<file path="src/rtl/cpu_pkg.sv">
// Shared encodings for the RISC CPU control unit: opcodes, FSM states and
// instruction classes.
package cpu_pkg;

  localparam logic [4:0] OP_LD   = 5'b00000;
  localparam logic [4:0] OP_LDI  = 5'b00001;
  localparam logic [4:0] OP_ST   = 5'b00010;
  localparam logic [4:0] OP_ADD  = 5'b00011;
  localparam logic [4:0] OP_SHL  = 5'b01011;
  localparam logic [4:0] OP_ADDI = 5'b01100;
  localparam logic [4:0] OP_ORI  = 5'b01110;
  localparam logic [4:0] OP_DIV  = 5'b01111;
  localparam logic [4:0] OP_MUL  = 5'b10000;
  localparam logic [4:0] OP_NEG  = 5'b10001;
  localparam logic [4:0] OP_NOT  = 5'b10010;
  localparam logic [4:0] OP_BR   = 5'b10011;
  localparam logic [4:0] OP_JR   = 5'b10101;
  localparam logic [4:0] OP_MFHI = 5'b11000;
  localparam logic [4:0] OP_MFLO = 5'b11001;
  localparam logic [4:0] OP_NOP  = 5'b11010;
  localparam logic [4:0] OP_HALT = 5'b11011;

  // ALU select used for effective-address and branch-target adds
  localparam logic [4:0] ALU_ADD = 5'b00011;

  typedef enum logic [3:0] {
    StRst, StT0, StT1, StT2, StT3, StT4, StT5, StT6, StT7, StHalt
  } cu_state_e;

  typedef enum logic [3:0] {
    ClsAlu, ClsImm, ClsUnary, ClsMulDiv, ClsLd, ClsLdi, ClsSt,
    ClsBr, ClsJr, ClsMfhi, ClsMflo, ClsNop, ClsHalt
  } instr_class_e;

endpackage

</file>
<file path="src/rtl/control_unit_if.sv">
// Strobe/status bundle between control_unit (master) and DataPath (slave).
// mem_ready exists only when CU_MEM_WAIT_EN is defined.
interface control_unit_if;
  logic [31:0] ir;
  logic        con_ff;
`ifdef CU_MEM_WAIT_EN
  logic        mem_ready;
`endif
  logic PCout, Zhighout, Zlowout, MDRout, HIout, LOout, Cout, BAout, Rout;
  logic MARin, PCin, MDRin, IRin, Yin, HIin, LOin, ZHighIn, ZLowIn, Rin, CONin;
  logic Gra, Grb, Grc;
  logic IncPC, Read, Write;
  logic [4:0] alu_op;
  logic run;

  modport master (
    input  ir, con_ff,
`ifdef CU_MEM_WAIT_EN
    input  mem_ready,
`endif
    output PCout, Zhighout, Zlowout, MDRout, HIout, LOout, Cout, BAout, Rout,
    output MARin, PCin, MDRin, IRin, Yin, HIin, LOin, ZHighIn, ZLowIn, Rin, CONin,
    output Gra, Grb, Grc, IncPC, Read, Write, alu_op, run
  );

  modport slave (
    output ir, con_ff,
`ifdef CU_MEM_WAIT_EN
    output mem_ready,
`endif
    input  PCout, Zhighout, Zlowout, MDRout, HIout, LOout, Cout, BAout, Rout,
    input  MARin, PCin, MDRin, IRin, Yin, HIin, LOin, ZHighIn, ZLowIn, Rin, CONin,
    input  Gra, Grb, Grc, IncPC, Read, Write, alu_op, run
  );
endinterface

</file>
<file path="src/rtl/cu_decode.sv">
// Combinational opcode -> instruction class mapping.
module cu_decode
  import cpu_pkg::*;
(
  input  logic [4:0]   opcode_i,
  output instr_class_e cls_o
);

  // Unlisted opcodes fall through to ClsNop
  always_comb begin
    cls_o = ClsNop;
    case (opcode_i) inside
      [OP_ADD:OP_SHL]:  cls_o = ClsAlu;
      [OP_ADDI:OP_ORI]: cls_o = ClsImm;
      OP_NEG, OP_NOT:   cls_o = ClsUnary;
      OP_MUL, OP_DIV:   cls_o = ClsMulDiv;
      OP_LD:            cls_o = ClsLd;
      OP_LDI:           cls_o = ClsLdi;
      OP_ST:            cls_o = ClsSt;
      OP_BR:            cls_o = ClsBr;
      OP_JR:            cls_o = ClsJr;
      OP_MFHI:          cls_o = ClsMfhi;
      OP_MFLO:          cls_o = ClsMflo;
      OP_HALT:          cls_o = ClsHalt;
      default:          cls_o = ClsNop;
    endcase
  end

endmodule

</file>
<file path="src/rtl/control_unit.sv">
// Hardwired sequencer for the RISC CPU DataPath: fetch T0-T2, opcode-dependent
// execute T3-T7, Moore-decoded strobes. Optional CU_MEM_WAIT_EN adds mem_ready
// stalls on the memory steps.
module control_unit
  import cpu_pkg::*;
(
  input logic            clock,
  input logic            clear,
  control_unit_if.master cu
);

  cu_state_e    state_q, state_d;
  instr_class_e cls;
  logic [4:0]   opcode;
  logic         mem_rdy;

  assign opcode = cu.ir[31:27];

`ifdef CU_MEM_WAIT_EN
  assign mem_rdy = cu.mem_ready;
`else
  assign mem_rdy = 1'b1;
`endif

  cu_decode u_decode (
    .opcode_i (opcode),
    .cls_o    (cls)
  );

  // State register; clear aborts any instruction and parks in StRst
  always_ff @(posedge clock) begin
    if (clear) state_q <= StRst;
    else       state_q <= state_d;
  end

  // Next-state and strobe decode from state and the latched IR
  always_comb begin
    state_d     = state_q;
    cu.PCout    = 1'b0; cu.Zhighout = 1'b0; cu.Zlowout = 1'b0; cu.MDRout  = 1'b0;
    cu.HIout    = 1'b0; cu.LOout    = 1'b0; cu.Cout    = 1'b0; cu.BAout   = 1'b0;
    cu.Rout     = 1'b0; cu.MARin    = 1'b0; cu.PCin    = 1'b0; cu.MDRin   = 1'b0;
    cu.IRin     = 1'b0; cu.Yin      = 1'b0; cu.HIin    = 1'b0; cu.LOin    = 1'b0;
    cu.ZHighIn  = 1'b0; cu.ZLowIn   = 1'b0; cu.Rin     = 1'b0; cu.CONin   = 1'b0;
    cu.Gra      = 1'b0; cu.Grb      = 1'b0; cu.Grc     = 1'b0; cu.IncPC   = 1'b0;
    cu.Read     = 1'b0; cu.Write    = 1'b0;
    cu.alu_op   = 5'b00000;
    cu.run      = (state_q != StRst) && (state_q != StHalt);

    case (state_q)
      StRst: state_d = StT0;
      StT0: begin
        cu.PCout = 1'b1; cu.MARin = 1'b1; cu.IncPC = 1'b1;
        state_d = StT1;
      end
      StT1: begin
        cu.Read = 1'b1; cu.MDRin = 1'b1;
        if (mem_rdy) state_d = StT2;
      end
      StT2: begin
        cu.MDRout = 1'b1; cu.IRin = 1'b1;
        if (cls == ClsNop)       state_d = StT0;
        else if (cls == ClsHalt) state_d = StHalt;
        else                     state_d = StT3;
      end
      StT3: begin
        state_d = StT4;
        case (cls)
          ClsAlu, ClsImm, ClsUnary: begin cu.Grb = 1'b1; cu.Rout = 1'b1; cu.Yin = 1'b1; end
          ClsMulDiv:                begin cu.Gra = 1'b1; cu.Rout = 1'b1; cu.Yin = 1'b1; end
          ClsLd, ClsLdi, ClsSt:     begin cu.Grb = 1'b1; cu.BAout = 1'b1; cu.Yin = 1'b1; end
          ClsBr: begin cu.Gra = 1'b1; cu.Rout = 1'b1; cu.CONin = 1'b1; end
          ClsJr: begin cu.Gra = 1'b1; cu.Rout = 1'b1; cu.PCin = 1'b1; state_d = StT0; end
          ClsMfhi: begin cu.HIout = 1'b1; cu.Gra = 1'b1; cu.Rin = 1'b1; state_d = StT0; end
          ClsMflo: begin cu.LOout = 1'b1; cu.Gra = 1'b1; cu.Rin = 1'b1; state_d = StT0; end
          default: state_d = StT0;
        endcase
      end
      StT4: begin
        state_d = StT5;
        case (cls)
          ClsAlu:   begin cu.Grc = 1'b1; cu.Rout = 1'b1; cu.alu_op = opcode; cu.ZLowIn = 1'b1; end
          ClsImm:   begin cu.Cout = 1'b1; cu.alu_op = opcode; cu.ZLowIn = 1'b1; end
          ClsUnary: begin cu.alu_op = opcode; cu.ZLowIn = 1'b1; end
          ClsMulDiv: begin
            cu.Grb = 1'b1; cu.Rout = 1'b1; cu.alu_op = opcode;
            cu.ZHighIn = 1'b1; cu.ZLowIn = 1'b1;
          end
          ClsLd, ClsLdi, ClsSt: begin cu.Cout = 1'b1; cu.alu_op = ALU_ADD; cu.ZLowIn = 1'b1; end
          ClsBr:   begin cu.PCout = 1'b1; cu.Yin = 1'b1; end
          default: state_d = StT0;
        endcase
      end
      StT5: begin
        state_d = StT6;
        case (cls)
          ClsAlu, ClsImm, ClsUnary, ClsLdi: begin
            cu.Zlowout = 1'b1; cu.Gra = 1'b1; cu.Rin = 1'b1; state_d = StT0;
          end
          ClsMulDiv:    begin cu.Zlowout = 1'b1; cu.LOin = 1'b1; end
          ClsLd, ClsSt: begin cu.Zlowout = 1'b1; cu.MARin = 1'b1; end
          ClsBr:        begin cu.Cout = 1'b1; cu.alu_op = ALU_ADD; cu.ZLowIn = 1'b1; end
          default:      state_d = StT0;
        endcase
      end
      StT6: begin
        state_d = StT0;
        case (cls)
          ClsMulDiv: begin cu.Zhighout = 1'b1; cu.HIin = 1'b1; end
          ClsLd: begin
            cu.Read = 1'b1; cu.MDRin = 1'b1;
            state_d = mem_rdy ? StT7 : StT6;
          end
          ClsSt: begin cu.Gra = 1'b1; cu.Rout = 1'b1; cu.MDRin = 1'b1; state_d = StT7; end
          ClsBr: begin cu.PCin = cu.con_ff; cu.Zlowout = cu.con_ff; end
          default: ;
        endcase
      end
      StT7: begin
        state_d = StT0;
        case (cls)
          ClsLd: begin cu.MDRout = 1'b1; cu.Gra = 1'b1; cu.Rin = 1'b1; end
          ClsSt: begin
            cu.Write = 1'b1;
            if (!mem_rdy) state_d = StT7;
          end
          default: ;
        endcase
      end
      StHalt:  state_d = StHalt;
      default: state_d = StRst;
    endcase
  end

endmodule

</file>
<file path="src/flat_wrapper.sv">
// flat-port wrapper written by rule: the top's interface ports become plain ports
module control_unit_flat import cpu_pkg::*;
  (clock, clear, cu_ir, cu_con_ff, cu_PCout, cu_Zhighout, cu_Zlowout, cu_MDRout, cu_HIout, cu_LOout, cu_Cout, cu_BAout, cu_Rout, cu_MARin, cu_PCin, cu_MDRin, cu_IRin, cu_Yin, cu_HIin, cu_LOin, cu_ZHighIn, cu_ZLowIn, cu_Rin, cu_CONin, cu_Gra, cu_Grb, cu_Grc, cu_IncPC, cu_Read, cu_Write, cu_alu_op, cu_run);
  control_unit_if cu_i ();
  input logic clock;
  input logic clear;
  input wire logic [$bits(cu_i.ir)-1:0] cu_ir;
  input wire logic [$bits(cu_i.con_ff)-1:0] cu_con_ff;
  output wire logic [$bits(cu_i.PCout)-1:0] cu_PCout;
  output wire logic [$bits(cu_i.Zhighout)-1:0] cu_Zhighout;
  output wire logic [$bits(cu_i.Zlowout)-1:0] cu_Zlowout;
  output wire logic [$bits(cu_i.MDRout)-1:0] cu_MDRout;
  output wire logic [$bits(cu_i.HIout)-1:0] cu_HIout;
  output wire logic [$bits(cu_i.LOout)-1:0] cu_LOout;
  output wire logic [$bits(cu_i.Cout)-1:0] cu_Cout;
  output wire logic [$bits(cu_i.BAout)-1:0] cu_BAout;
  output wire logic [$bits(cu_i.Rout)-1:0] cu_Rout;
  output wire logic [$bits(cu_i.MARin)-1:0] cu_MARin;
  output wire logic [$bits(cu_i.PCin)-1:0] cu_PCin;
  output wire logic [$bits(cu_i.MDRin)-1:0] cu_MDRin;
  output wire logic [$bits(cu_i.IRin)-1:0] cu_IRin;
  output wire logic [$bits(cu_i.Yin)-1:0] cu_Yin;
  output wire logic [$bits(cu_i.HIin)-1:0] cu_HIin;
  output wire logic [$bits(cu_i.LOin)-1:0] cu_LOin;
  output wire logic [$bits(cu_i.ZHighIn)-1:0] cu_ZHighIn;
  output wire logic [$bits(cu_i.ZLowIn)-1:0] cu_ZLowIn;
  output wire logic [$bits(cu_i.Rin)-1:0] cu_Rin;
  output wire logic [$bits(cu_i.CONin)-1:0] cu_CONin;
  output wire logic [$bits(cu_i.Gra)-1:0] cu_Gra;
  output wire logic [$bits(cu_i.Grb)-1:0] cu_Grb;
  output wire logic [$bits(cu_i.Grc)-1:0] cu_Grc;
  output wire logic [$bits(cu_i.IncPC)-1:0] cu_IncPC;
  output wire logic [$bits(cu_i.Read)-1:0] cu_Read;
  output wire logic [$bits(cu_i.Write)-1:0] cu_Write;
  output wire logic [$bits(cu_i.alu_op)-1:0] cu_alu_op;
  output wire logic [$bits(cu_i.run)-1:0] cu_run;
  assign cu_i.ir = cu_ir;
  assign cu_i.con_ff = cu_con_ff;
  assign cu_PCout = cu_i.PCout;
  assign cu_Zhighout = cu_i.Zhighout;
  assign cu_Zlowout = cu_i.Zlowout;
  assign cu_MDRout = cu_i.MDRout;
  assign cu_HIout = cu_i.HIout;
  assign cu_LOout = cu_i.LOout;
  assign cu_Cout = cu_i.Cout;
  assign cu_BAout = cu_i.BAout;
  assign cu_Rout = cu_i.Rout;
  assign cu_MARin = cu_i.MARin;
  assign cu_PCin = cu_i.PCin;
  assign cu_MDRin = cu_i.MDRin;
  assign cu_IRin = cu_i.IRin;
  assign cu_Yin = cu_i.Yin;
  assign cu_HIin = cu_i.HIin;
  assign cu_LOin = cu_i.LOin;
  assign cu_ZHighIn = cu_i.ZHighIn;
  assign cu_ZLowIn = cu_i.ZLowIn;
  assign cu_Rin = cu_i.Rin;
  assign cu_CONin = cu_i.CONin;
  assign cu_Gra = cu_i.Gra;
  assign cu_Grb = cu_i.Grb;
  assign cu_Grc = cu_i.Grc;
  assign cu_IncPC = cu_i.IncPC;
  assign cu_Read = cu_i.Read;
  assign cu_Write = cu_i.Write;
  assign cu_alu_op = cu_i.alu_op;
  assign cu_run = cu_i.run;
  control_unit u_core (.clock(clock), .clear(clear), .cu(cu_i));
endmodule
</file>
<file path="config.mk">
export PLATFORM = sky130hd
export DESIGN_NAME = control_unit_flat
export DESIGN_NICKNAME = d
export VERILOG_FILES = /design/src/rtl/cpu_pkg.sv /design/src/rtl/control_unit_if.sv /design/src/rtl/cu_decode.sv /design/src/rtl/control_unit.sv /design/src/flat_wrapper.sv
export SDC_FILE = /design/constraint.sdc
export NUM_CORES = 1
export LEC_CHECK = 0
export ABC_CLOCK_PERIOD_IN_PS = 5000
export BUFFER_PORTS_ARGS = -buffer_cell sky130_fd_sc_hd__buf_2
export CAP_MARGIN = 20
export CORE_UTILIZATION = 45
export DETAILED_ROUTE_END_ITERATION = 7
export PLACE_DENSITY = 0.81
export SETUP_SLACK_MARGIN = 0.3
export SLEW_MARGIN = 5
export SYNTH_ARGS = -nofsm -noshare
export SYNTH_HDL_FRONTEND = slang
export SYNTH_SLANG_ARGS = --single-unit
</file>
<file path="constraint.sdc">
create_clock -name clock -period 5 [get_ports clock]
set_clock_uncertainty 0.2 [all_clocks]
set_input_delay 1.25 -clock clock [delete_from_list [all_inputs] [get_ports clock]]
set_output_delay 1.25 -clock clock [all_outputs]
set_load 0.05 [all_outputs]
</file>
==> results of run 1 <==
## metal layers
metal / wire (µm) / GRT usage, %
met1: 1302 / 33.52
met2: 1517 / 45.43
met3: 177 / 2.804
met4: 22 / 8.824
met5: 0 / 0
## logic make-up after synthesis
kind of cell,count (synthesis),share of synthesized area (%)
AOI/OAI and AO/OA,43,28.32
xor gates and xnor gates,3,2.609
adders and majority gates,1,1.118
buffers and inverters,21,11.30
DFF,4,7.951
muxes,2,1.988
and+or+nand+nor,85,46.71
## power groups by stage
stage / registers, µW / clock network, µW / logic, µW
global route: 39.3 / 43.5 / 94.3
floorplan: 34.9 / 0 / 76.3
detailed placement: 39.0 / 0 / 86.3
CTS: 38.7 / 41.7 / 86.4
finish: 39.0 / 41.9 / 87.0
global placement: 38.9 / 0 / 83.9
## stage by stage
stage	area (µm²)	util (%)	setup WS, ps	std cells	total power, µW
2_1_floorplan	1012	-	588.6	159	111.2
3_3_place_gp	1146	56.13	686.5	209	122.9
3_5_place_dp	1146	56.13	624.3	209	125.3
4_1_cts	1169	57.23	617.6	212	166.7
5_1_grt	1169	57.23	453.7	212	177.1
6_report	1169	57.23	608.8	212	167.9
## worst max-delay path by stage
stage / to / start / slack (ps) / cells past startpoint
finish: cu_Gra / cu_ir[31] / 610 / 7
global route: cu_Gra / cu_ir[31] / 450 / 7
CTS: cu_Gra / cu_ir[31] / 620 / 7
detailed placement: cu_Gra / cu_ir[31] / 620 / 7
global placement: cu_Gra / cu_ir[31] / 690 / 7
floorplan: cu_alu_op[1] / cu_ir[31] / 590 / 6
## layout by cell type, fill, tap and decap left out, types with 3 or more instances in the layout
cell type,n
dfxtp_1,4
and3_1,3
clkbuf_4,3
o21ai_0,9
buf_2,39
a21oi_1,7
inv_1,5
nor3_1,4
nand2_1,15
nor2b_1,3
and2_1,3
nand2b_1,4
nor2_1,20
nand3_1,9
o21ai_1,7
## layout make-up
class,instances,area share [%]
Sequential cell,4,6.852
Inverter,5,1.606
Multi-Input combinational cell,134,70.02
Tap cell,27,2.891
Clock buffer,3,1.927
Timing Repair Buffer,39,16.70
## worst max-delay path, delay by kind of cell
family,cells,cell delay [ps]
AO/OA/AOI/OAI,2,240
AND/OR/NAND/NOR,3,760
buffers and inverters,2,680
==> qor.csv, run 1 <==
stage,metric,value,unit
global_routing,Overall Global Routing Usage,26.36,%
cts,Clock Latency Late Sink,250,ps
sta,Final Cycle Share,87.82,%
global_routing,vias in the first global route,1120,
finish,Antenna Diode Count,0,
synth,sequential area share after synthesis,7.950,%
finish,Biggest register,u_core.state_q,
synth,Post-Syn Area,0.001007,mm²
pwr,internal power,86.15,µW
synth,Yosys Warn Count,0,
min_path,HP Class,register to register,
synth,post-synth cell types,54,
drt,drt total wl,3020,µm
place,DP Wirelength,2196,µm
drt,Remaining DRCs,0,
floorplan,die width,49.31,µm
sta,fmax,227.7,MHz
synth,Synth area leader,dfxtp_1,
cts,Root Buffer,clkbuf_4,
floorplan,core area,0.002042,mm²
finish,Filler cells,208,
critical_path,CP Data Arrival Time,2940,ps
critical_path,CP max-delay cell,nor4_2,
cts,Hold Buf Count CTS,0,
cts,CTS resizes,0,
drt,Detail Route Antenna Nets,0,
critical_path,Critical Path RT,3550,ps
synth,Post-Syn Nets,194,
floorplan,Die Area,0.002431,mm²
sta,Hold Fails Final Rpt,0,
finish,area of the multi-input gates,818.3,µm²
synth,Synth Register Bits,4,
finish,leading registers by flop count,u_core.state_q x4,
global_routing,initial antenna violation count,0,
place,RePlAce Congestion,0.8267,
critical_path,number of cells on the worst reg-to-reg path,4,
sta,max_slew headroom,65.36,%
drt,Initial DRC Count,54,
cts,Sink Count,4,
min_path,Hold Path Origin,u_core.state_q[3],
cts,htree depth,1,
critical_path,Max stage delay on crit path,410,ps
critical_path,"most used cell, CP",buf_2,
drt,Via density,5.915,
min_path,Hold Path Stages,2,
finish,fraction of layout cells with a size suffix above 1,30.81,%
synth,most frequent cell after synthesis,nor2_1,
pwr,Switching Share,48.69,%
sta,fin crit period,4391,ps
critical_path,crit path max fanout,29,
floorplan,Initial Util,49.33,%
finish,Area Growth Syn to Fin,16.02,%
pwr,Clk network pwr share,24.9,%
cts,CTS tree,yes,
synth,Area contributors post-synth,"dfxtp_1 8.0%, nor2_1 7.5%, nand2_1 5.6%",
pwr,peak supply drop,111.6,µV
finish,Register Area,80.08,µm²
critical_path,crit path kind,input pin to output port,
floorplan,Top Ports,67,
global_routing,first-pass GRT wire length,5168,µm
pwr,switching pwr,81.75,µW
drt,routed len/inst,14.25,µm
run,Max-Cap Viols,0,
critical_path,crit-path cells,buf_2 > nand2b_1 > a21oi_1 > nor4_2 > nand3_1 > o2111ai_1 > buf_2,
finish,max reg flops,4,
synth,Mean Syn Cell Area,6.335,µm²
synth,asr flop ratio synth,0,%
critical_path,Worst R2R Setup Slack,3270,ps
finish,Layout Nets,222,
sta,Final Max Slew Viols,0,
global_routing,GRT overflow,0,
sta,WHS,422.1,ps
synth,most instantiated cells after synthesis,"20 x nor2_1, 15 x nand2_1, 9 x nand3_1, 9 x o21ai_0",
synth,post-synth top area share,7.950,%
critical_path,Critical Path Source Type,input pin,
sta,Final TNS setup,0,ps
synth,cell count after synthesis,159,
outcome,status,completed,
min_path,worst hold path endpoint,u_core.state_q[3],
sta,Final setup viols,0,
drt,routed vias,1254,
cts,CTS max path bufs,2,
global_routing,largest net degree at the start of global routing,30,
pwr,PD cells,143.7,mW/mm²
cts,CTS Buf Count,3,
critical_path,Crit. End Element,output port,
sta,RSZ-0062 raised after global routing,no,
floorplan,Placement Rows,16,
sta,Tightest Pin Transition,514.8,ps
floorplan,die height,49.31,µm
pwr,sequential share of power,23.2,%
critical_path,Crit Reg-Reg Endpoint,u_core.state_q[0],
drt,TritonRoute pass-1 iters,4,
pwr,Leak,0.0005280,µW
synth,Synth Flop Type,dfxtp_1,
place,I/O Buffers,39,
cts,clock slew at reported path FFs,30,ps
critical_path,worst r2r src,u_core.state_q[0],
synth,Post-synth EDFFs,0,
cts,# Post-CTS Setup Buffers,0,
pwr,Comb pwr share,51.8,%
Note: power is estimated with default switching activity, not from simulation.
==> inputs of run 2 (changes only) <==
--- a/config.mk
+++ b/config.mk
@@ -5,10 +5,11 @@
 export SDC_FILE = /design/constraint.sdc
 export NUM_CORES = 1
 export LEC_CHECK = 0
+export ABC_AREA = 1
 export ABC_CLOCK_PERIOD_IN_PS = 5000
-export BUFFER_PORTS_ARGS = -buffer_cell sky130_fd_sc_hd__buf_2
+export BUFFER_PORTS_ARGS = -buffer_cell sky130_fd_sc_hd__clkbuf_2
 export CAP_MARGIN = 20
-export CORE_UTILIZATION = 45
+export CORE_UTILIZATION = 43
 export DETAILED_ROUTE_END_ITERATION = 7
 export PLACE_DENSITY = 0.81
 export SETUP_SLACK_MARGIN = 0.3
==> run 2 against run 1 <==
Power fell by 1.1%. Fmax rose by 4.8%. Critical endpoint is now cu_alu_op[0]. Core utilization rose by 1.4 points. Synthesized cell count rose by 10%. Largest cell class unchanged. Sequential share of layout area rose by 0.11 points. Critical path depth rose by 2.
==> qor.csv, run 2 <==
stage,metric,value,unit,change
outcome,status,completed,,
place,DP Wirelength,2122,µm,-3.4%
synth,most instantiated cells after synthesis,"38 x nor2_1, 29 x nand2_1, 25 x inv_1, 15 x o21ai_0, 11 x nand3_1",,
sta,fin crit period,4188,ps,-203.0 ps
synth,Synth Register Bits,4,,unchanged
critical_path,Critical Path Source Type,input pin,,
pwr,sequential share of power,21.6,%,-1.6 points
synth,Post-Syn Area,904.6,µm²,-10%
place,RePlAce Congestion,0.8510,,+2.9%
finish,Filler cells,226,,+8.7%
sta,max_slew headroom,63.73,%,-1.6 points
pwr,Design Power,166.0,µW,-1.1%
pwr,internal power,83.26,µW,-3.4%
floorplan,die width,47.87,µm,-2.9%
drt,routed len/inst,10.43,µm,-27%
critical_path,WP depth,9,,+2
drt,Remaining DRCs,0,,unchanged
critical_path,Crit Reg-Reg Endpoint,u_core.state_q[3],,
sta,Final Max Slew Viols,0,,unchanged
critical_path,crit path kind,input pin to output port,,
synth,cell count after synthesis,175,,+10%
finish,Antenna Diode Count,0,,unchanged
global_routing,first-pass GRT wire length,3739,µm,-28%
min_path,Hold Path Stages,3,,+1
critical_path,crit path max fanout,8,,-72%
pwr,Leak,0.0006531,µW,+24%
finish,area of the multi-input gates,685.7,µm²,-16%
pwr,Comb pwr share,53.8,%,+2.0 points
critical_path,Crit. End Element,output port,,
floorplan,Die Area,0.002291,mm²,-5.8%
floorplan,Placement Rows,16,,unchanged
floorplan,Top Ports,67,,unchanged
synth,most frequent cell after synthesis,nor2_1,,
cts,Clock Latency Late Sink,240,ps,about the same
critical_path,CP Data Arrival Time,2740,ps,-200 ps
pwr,peak supply drop,198.3,µV,+78%
cts,Sink Count,4,,unchanged
critical_path,Worst R2R Setup Slack,3350,ps,+80 ps
synth,asr flop ratio synth,0,%,unchanged
finish,Layout Nets,252,,+14%
sta,Tightest Pin Transition,540.0,ps,+25.13 ps
sta,Final TNS setup,0,ps,unchanged
pwr,Switching Share,49.85,%,+1.2 points
synth,fraction of synthesized cell area in xor and xnor cells,0,%,-2.6 points
synth,post-synth top area share,15.77,%,+7.8 points
critical_path,Top delay family on crit path,buffers and inverters,,
cts,CTS tree,yes,,
sta,Final setup viols,0,,unchanged
sta,Final Cycle Share,83.76,%,-4.1 points
floorplan,Initial Util,46.11,%,-3.2 points
pwr,Clk network pwr share,24.6,%,-0.3 points
place,I/O Buffers,39,,unchanged
floorplan,die height,47.87,µm,-2.9%
critical_path,"Buf+Inv Stages, Crit Path",3,,+1
global_routing,largest net degree at the start of global routing,9,,-70%
synth,sequential area share after synthesis,8.852,%,+0.90 points
synth,Mean Syn Cell Area,5.169,µm²,-18%
finish,Biggest register,u_core.state_q,,
drt,Via density,5.033,,-15%
synth,Area contributors post-synth,"nor2_1 16%, nand2_1 12%, inv_1 10%",,
synth,largest family of logic cells by synthesized area,simple AND/OR/NAND/NOR gates,,
synth,Post-synth EDFFs,0,,unchanged
finish,Register Area,80.08,µm²,unchanged
finish,most frequent cells in the layout,"39 x clkbuf_2, 38 x nor2_1, 29 x nand2_1",,
synth,compound-cell area share of the yosys netlist,16.60,%,-12 points
run,Max-Cap Viols,0,,unchanged
global_routing,Overall Global Routing Usage,22.86,%,-3.5 points
cts,htree depth,1,,unchanged
synth,post-synthesis simple-gate area fraction,57.81,%,+11 points
finish,max reg flops,4,,unchanged
cts,Root Buffer,clkbuf_4,,
critical_path,worst r2r src,u_core.state_q[3],,
synth,Yosys Warn Count,0,,unchanged
finish,"most common cell after layout, fill and taps aside",clkbuf_2,,
sta,fmax,238.8,MHz,+4.8%
synth,Post-Syn Nets,210,,+8.2%
sta,Hold Fails Final Rpt,0,,unchanged
cts,CTS resizes,0,,unchanged
place,pre-CTS setup slack,820.0,ps,+195.7 ps
drt,Initial DRC Count,43,,-20%
min_path,worst hold path endpoint,u_core.state_q[2],,
sta,fin worst setup slack,811.8,ps,+203.0 ps
cts,clock slew at reported path FFs,40,ps,about the same
min_path,Hold Path Origin,u_core.state_q[1],,
pwr,PD cells,144.4,mW/mm²,+0.50%
critical_path,crit-path cells,clkbuf_2 > inv_4 > nand2_1 > a21oi_2 > nor2_4 > nand2_4 > nand2_1 > o21ai_0 > clkbuf_2,,
place,dpl cell area,0.001127,mm²,-1.6%
synth,Synth Flop Type,dfxtp_1,,
critical_path,number of cells on the worst reg-to-reg path,7,,+3
drt,Detail Route Antenna Nets,0,,unchanged
pwr,switching pwr,82.76,µW,+1.2%
cts,Hold Buf Count CTS,0,,unchanged
global_routing,GRT overflow,0,,unchanged
critical_path,Max stage delay on crit path,300,ps,-110 ps
drt,routed vias,1218,,-2.9%
global_routing,initial antenna violation count,0,,unchanged
finish,Post-Layout Cell Count,242,,+14%
sta,RSZ-0062 raised after global routing,no,,
finish,leading registers by flop count,u_core.state_q x4,,
critical_path,CP max-delay cell,a21oi_2,,
finish,fraction of layout cells with a size suffix above 1,32.56,%,+1.7 points
floorplan,core area,0.001962,mm²,-3.9%
cts,# Post-CTS Setup Buffers,0,,unchanged
place,Placed Cells,239,,+14%
drt,TritonRoute pass-1 iters,4,,unchanged
synth,Synth area leader,nor2_1,,
synth,post-synthesis mux area share,0,%,-2.0 points
drt,drt total wl,2523,µm,-16%
cts,CTS Buf Count,3,,unchanged
finish,Area Growth Syn to Fin,27.11,%,
min_path,HP Class,register to register,,
global_routing,vias in the first global route,917,,-18%
finish,fin area,0.001150,mm²,-1.6%
synth,Adder-Cell Fraction of Synth Area,0,%,-1.1 points
cts,CTS max path bufs,2,,unchanged
critical_path,Critical Path RT,3550,ps,about the same
synth,post-synth cell types,24,,-56%
run 2: cell types whose count changed after synthesis, moves of 6 or more:
cell     previous run  this run
o21ai_0             9        15
nand2_1            15        29
nor2_1             20        38
inv_1               5        25
o21ai_1             7         0
inv_2               0         7
buf_2               7         0
run 2: kinds of logic (layout without fill, tap and decap cells):
kind of cell,Yosys count,after routing
AO/OA/AOI/OAI,27,27
buffers and inverters,36,76
AND/OR/NAND/NOR,108,108
flip-flops,4,4
run 2: worst max path at each step:
| stage | from | to |
|---|---|---|
| after global placement | cu_ir[27] | cu_Gra |
| final | cu_ir[31] | cu_alu_op[0] |
| after global routing | cu_ir[27] | cu_Gra |
| after CTS | cu_ir[31] | cu_alu_op[0] |
| after floorplan | cu_ir[31] | cu_alu_op[0] |
| after detailed placement | cu_ir[31] | cu_alu_op[0] |
run 2: final cells by class:
class	count	area share [%]
repair buffers	39	16.97
multi-input cells	135	59.63
flip-flops and latches	4	6.964
well taps	27	2.938
clock buffers	3	1.959
inverters	34	11.53
run 2: metal layers:
layer	wire (µm)	vias to the layer above	track usage [%]
met5	0	-	0
met4	0	0	1.667
met3	158	0	5.660
met2	1132	51	35.68
met1	1233	522	32.89
li1	-	645	-
run 2: worst reg2reg max path: cells and delay by family (launching register included):
family / cells / cell delay, ps
simple gates: 5 / 850
flops: 1 / 340
buf+inv: 2 / 190
run 2: stage by stage:
step                      hold WS, ps  utilization [%]
after floorplan                 435.2                -
after global placement          489.7            57.46
after detailed placement        492.7            57.46
after CTS                       498.7            58.61
after global routing            565.7            58.61
final                           502.8            58.61
run 2: power groups by stage:
stage	clock (µW)	combinational [µW]	sequential, µW
5_1_grt	46.7	97.7	36.0
2_1_floorplan	0	70.3	35.7
3_3_place_gp	0	88.2	36.2
6_report	40.8	89.3	35.9
3_5_place_dp	0	89.2	36.2
4_1_cts	42.2	89.3	35.7
==> inputs of run 3 (changes only) <==
--- a/config.mk
+++ b/config.mk
@@ -6,12 +6,12 @@
 export NUM_CORES = 1
 export LEC_CHECK = 0
 export ABC_AREA = 1
-export ABC_CLOCK_PERIOD_IN_PS = 5000
+export ABC_CLOCK_PERIOD_IN_PS = 3800
 export BUFFER_PORTS_ARGS = -buffer_cell sky130_fd_sc_hd__clkbuf_2
 export CAP_MARGIN = 20
-export CORE_UTILIZATION = 43
+export CORE_UTILIZATION = 36
 export DETAILED_ROUTE_END_ITERATION = 7
-export PLACE_DENSITY = 0.81
+export PLACE_DENSITY = 0.72
 export SETUP_SLACK_MARGIN = 0.3
 export SLEW_MARGIN = 5
 export SYNTH_ARGS = -nofsm -noshare
==> constraint.sdc (replaced) <==
create_clock -name clock -period 3.8 [get_ports clock]
set_clock_uncertainty 0.2 [all_clocks]
set_input_delay 0.95 -clock clock [delete_from_list [all_inputs] [get_ports clock]]
set_output_delay 0.95 -clock clock [all_outputs]
set_load 0.05 [all_outputs]
==> run 3 against run 2 <==
Critical path depth stayed put. Die area is 19% higher. Clock-buffer cell count stayed put. Critical endpoint is now cu_alu_op[1]. Clock power is 34% higher. Core utilization is 3.0 points higher.
==> qor.csv, run 3 (same netlist as run 2, synthesis figures left out) <==
stage,metric,value,unit,change
pwr,peak supply drop,116.3,µV,-41%
finish,Post-Layout Cell Count,254,,+5.0%
sta,Hold Fails Final Rpt,0,,unchanged
critical_path,number of cells on the worst reg-to-reg path,7,,unchanged
pwr,PD cells,174.0,mW/mm²,+21%
critical_path,Crit. End Element,output port,,
floorplan,die width,52.13,µm,+8.9%
sta,Final Max Slew Viols,0,,unchanged
floorplan,Die Area,0.002718,mm²,+19%
sta,fin crit period,3478,ps,
sta,WHS,513.0,ps,+10.15 ps
sta,Final setup viols,0,,unchanged
sta,Final TNS setup,0,ps,unchanged
finish,Layout Nets,263,,+4.4%
floorplan,die height,52.13,µm,+8.9%
place,dpl cell area,0.001246,mm²,+11%
pwr,Leak,0.0007654,µW,+17%
floorplan,core area,0.002297,mm²,+17%
finish,Area Growth Syn to Fin,56.57,%,
finish,fin area,0.001416,mm²,+23%
floorplan,Initial Util,39.38,%,-6.7 points
drt,Remaining DRCs,0,,unchanged
finish,most frequent cells in the layout,"31 x nor2_1, 27 x clkbuf_2, 25 x inv_1",,
finish,fraction of layout cells with a size suffix above 1,46.02,%,+13 points
global_routing,first-pass GRT wire length,4422,µm,+18%
global_routing,GRT overflow,0,,unchanged
finish,Antenna Diode Count,0,,unchanged
cts,Sink Count,4,,unchanged
floorplan,Placement Rows,17,,+1
place,pre-CTS setup slack,193.7,ps,-626.3 ps
place,I/O Buffers,39,,unchanged
global_routing,largest net degree at the start of global routing,8,,-1
critical_path,crit path max fanout,5,,-3
drt,Initial DRC Count,39,,-9.3%
critical_path,CP Data Arrival Time,2330,ps,-410 ps
drt,drt total wl,2924,µm,+16%
min_path,HP Class,register to register,,
critical_path,Critical Path RT,2650,ps,-900 ps
finish,leading registers by flop count,u_core.state_q x4,,
place,DP Wirelength,2294,µm,+8.1%
cts,Root Buffer,clkbuf_4,,
cts,htree depth,1,,unchanged
sta,Final Cycle Share,91.54,%,
cts,Clock Latency Late Sink,240,ps,about the same
global_routing,vias in the first global route,1104,,+20%
cts,CTS tree,yes,,
global_routing,Overall Global Routing Usage,21.23,%,-1.6 points
place,Placed Cells,244,,+2.1%
global_routing,initial antenna violation count,0,,unchanged
finish,Filler cells,238,,+5.3%
finish,Biggest register,u_core.state_q,,
sta,fmax,287.5,MHz,
sta,fin worst setup slack,321.5,ps,-490.3 ps
drt,routed len/inst,11.51,µm,+10%
cts,clock slew at reported path FFs,40,ps,about the same
floorplan,Top Ports,67,,unchanged
finish,max reg flops,4,,unchanged
cts,CTS max path bufs,2,,unchanged
finish,"most common cell after layout, fill and taps aside",nor2_1,,
outcome,status,completed,,
drt,Detail Route Antenna Nets,0,,unchanged
cts,CTS Buf Count,3,,unchanged
sta,max_slew headroom,68.38,%,+4.7 points
drt,TritonRoute pass-1 iters,4,,unchanged
run,Max-Cap Viols,0,,unchanged
sta,Tightest Pin Transition,470.7,ps,-69.28 ps
drt,Via density,5.075,,+0.83%
critical_path,crit path kind,input pin to output port,,
sta,RSZ-0062 raised after global routing,yes,,
drt,routed vias,1289,,+5.8%
min_path,Hold Path Stages,3,,unchanged
critical_path,Critical Path Source Type,input pin,,
place,RePlAce Congestion,0.8549,,+0.46%
==> run 3: changes by cell type in the layout (fill, tap and decap cells not counted), sizes merged <==
cell / change
clkbuf: -10
buf: +21
==> run 3: worst paths after layout <==
| check | end | from | slack (ps) |
|---|---|---|---|
| setup / recovery | cu_alu_op[1] | cu_ir[28] | 320 |
| hold reg to reg | u_core.state_q[2] | u_core.state_q[1] | 510 |
| hold / removal | u_core.state_q[2] | u_core.state_q[1] | 510 |
| setup reg to reg | u_core.state_q[3] | u_core.state_q[3] | 2190 |
==> run 3: area by class of cell <==
cell class	instances	area [µm²]	share of cell area, %
inverters	34	132.6	9.364
multi-input cells	135	824.5	58.22
clock buffers	3	22.52	1.590
flip-flops and latches	4	80.08	5.654
well taps	28	35.03	2.473
repair buffers	50	321.6	22.70
==> run 3: layer usage <==
metal | vias up | track usage [%] | share of wire, %
met4 | 0 | 6.579 | 1.2
li1 | 666 | - | -
met5 | - | 0 | 0
met3 | 5 | 0.2924 | 3.9
met1 | 574 | 27.51 | 46
met2 | 44 | 37.82 | 49
==> run 3: worst max-delay path, cell delays in order <==
cell,delay (ps)
buf_4,120
inv_2,60
nand3_1,200
inv_1,110
nor2_1,180
inv_1,80
a21oi_1,300
o21ai_2,100
clkbuf_4,230
==> run 3: metrics by stage <==
stage,utilization [%],power (µW)
3_3_place_gp,54.25,173.4
3_5_place_dp,54.25,173.5
2_1_floorplan,-,146.2
6_report,61.66,246.5
5_1_grt,61.66,258.5
4_1_cts,56.81,230.7
==> run 3: repair_timing <==
action | in CTS | in global routing
endpoints found under the setup margin | 12 | 15
pin swaps | 1 | 12
setup buffers | 1 | 6
hold buffers | 0 | 0
resized for setup | 7 | 35
==> run 3: power breakdown <==
part	total [µW]	internal [µW]	switching, µW	leakage, µW
sequential	47.3	44.6	2.71	0.0000328
clock	54.7	35.5	19.3	0.0000138
combinational	145	43.6	101	0.000719
total	246	124	123	0.000765
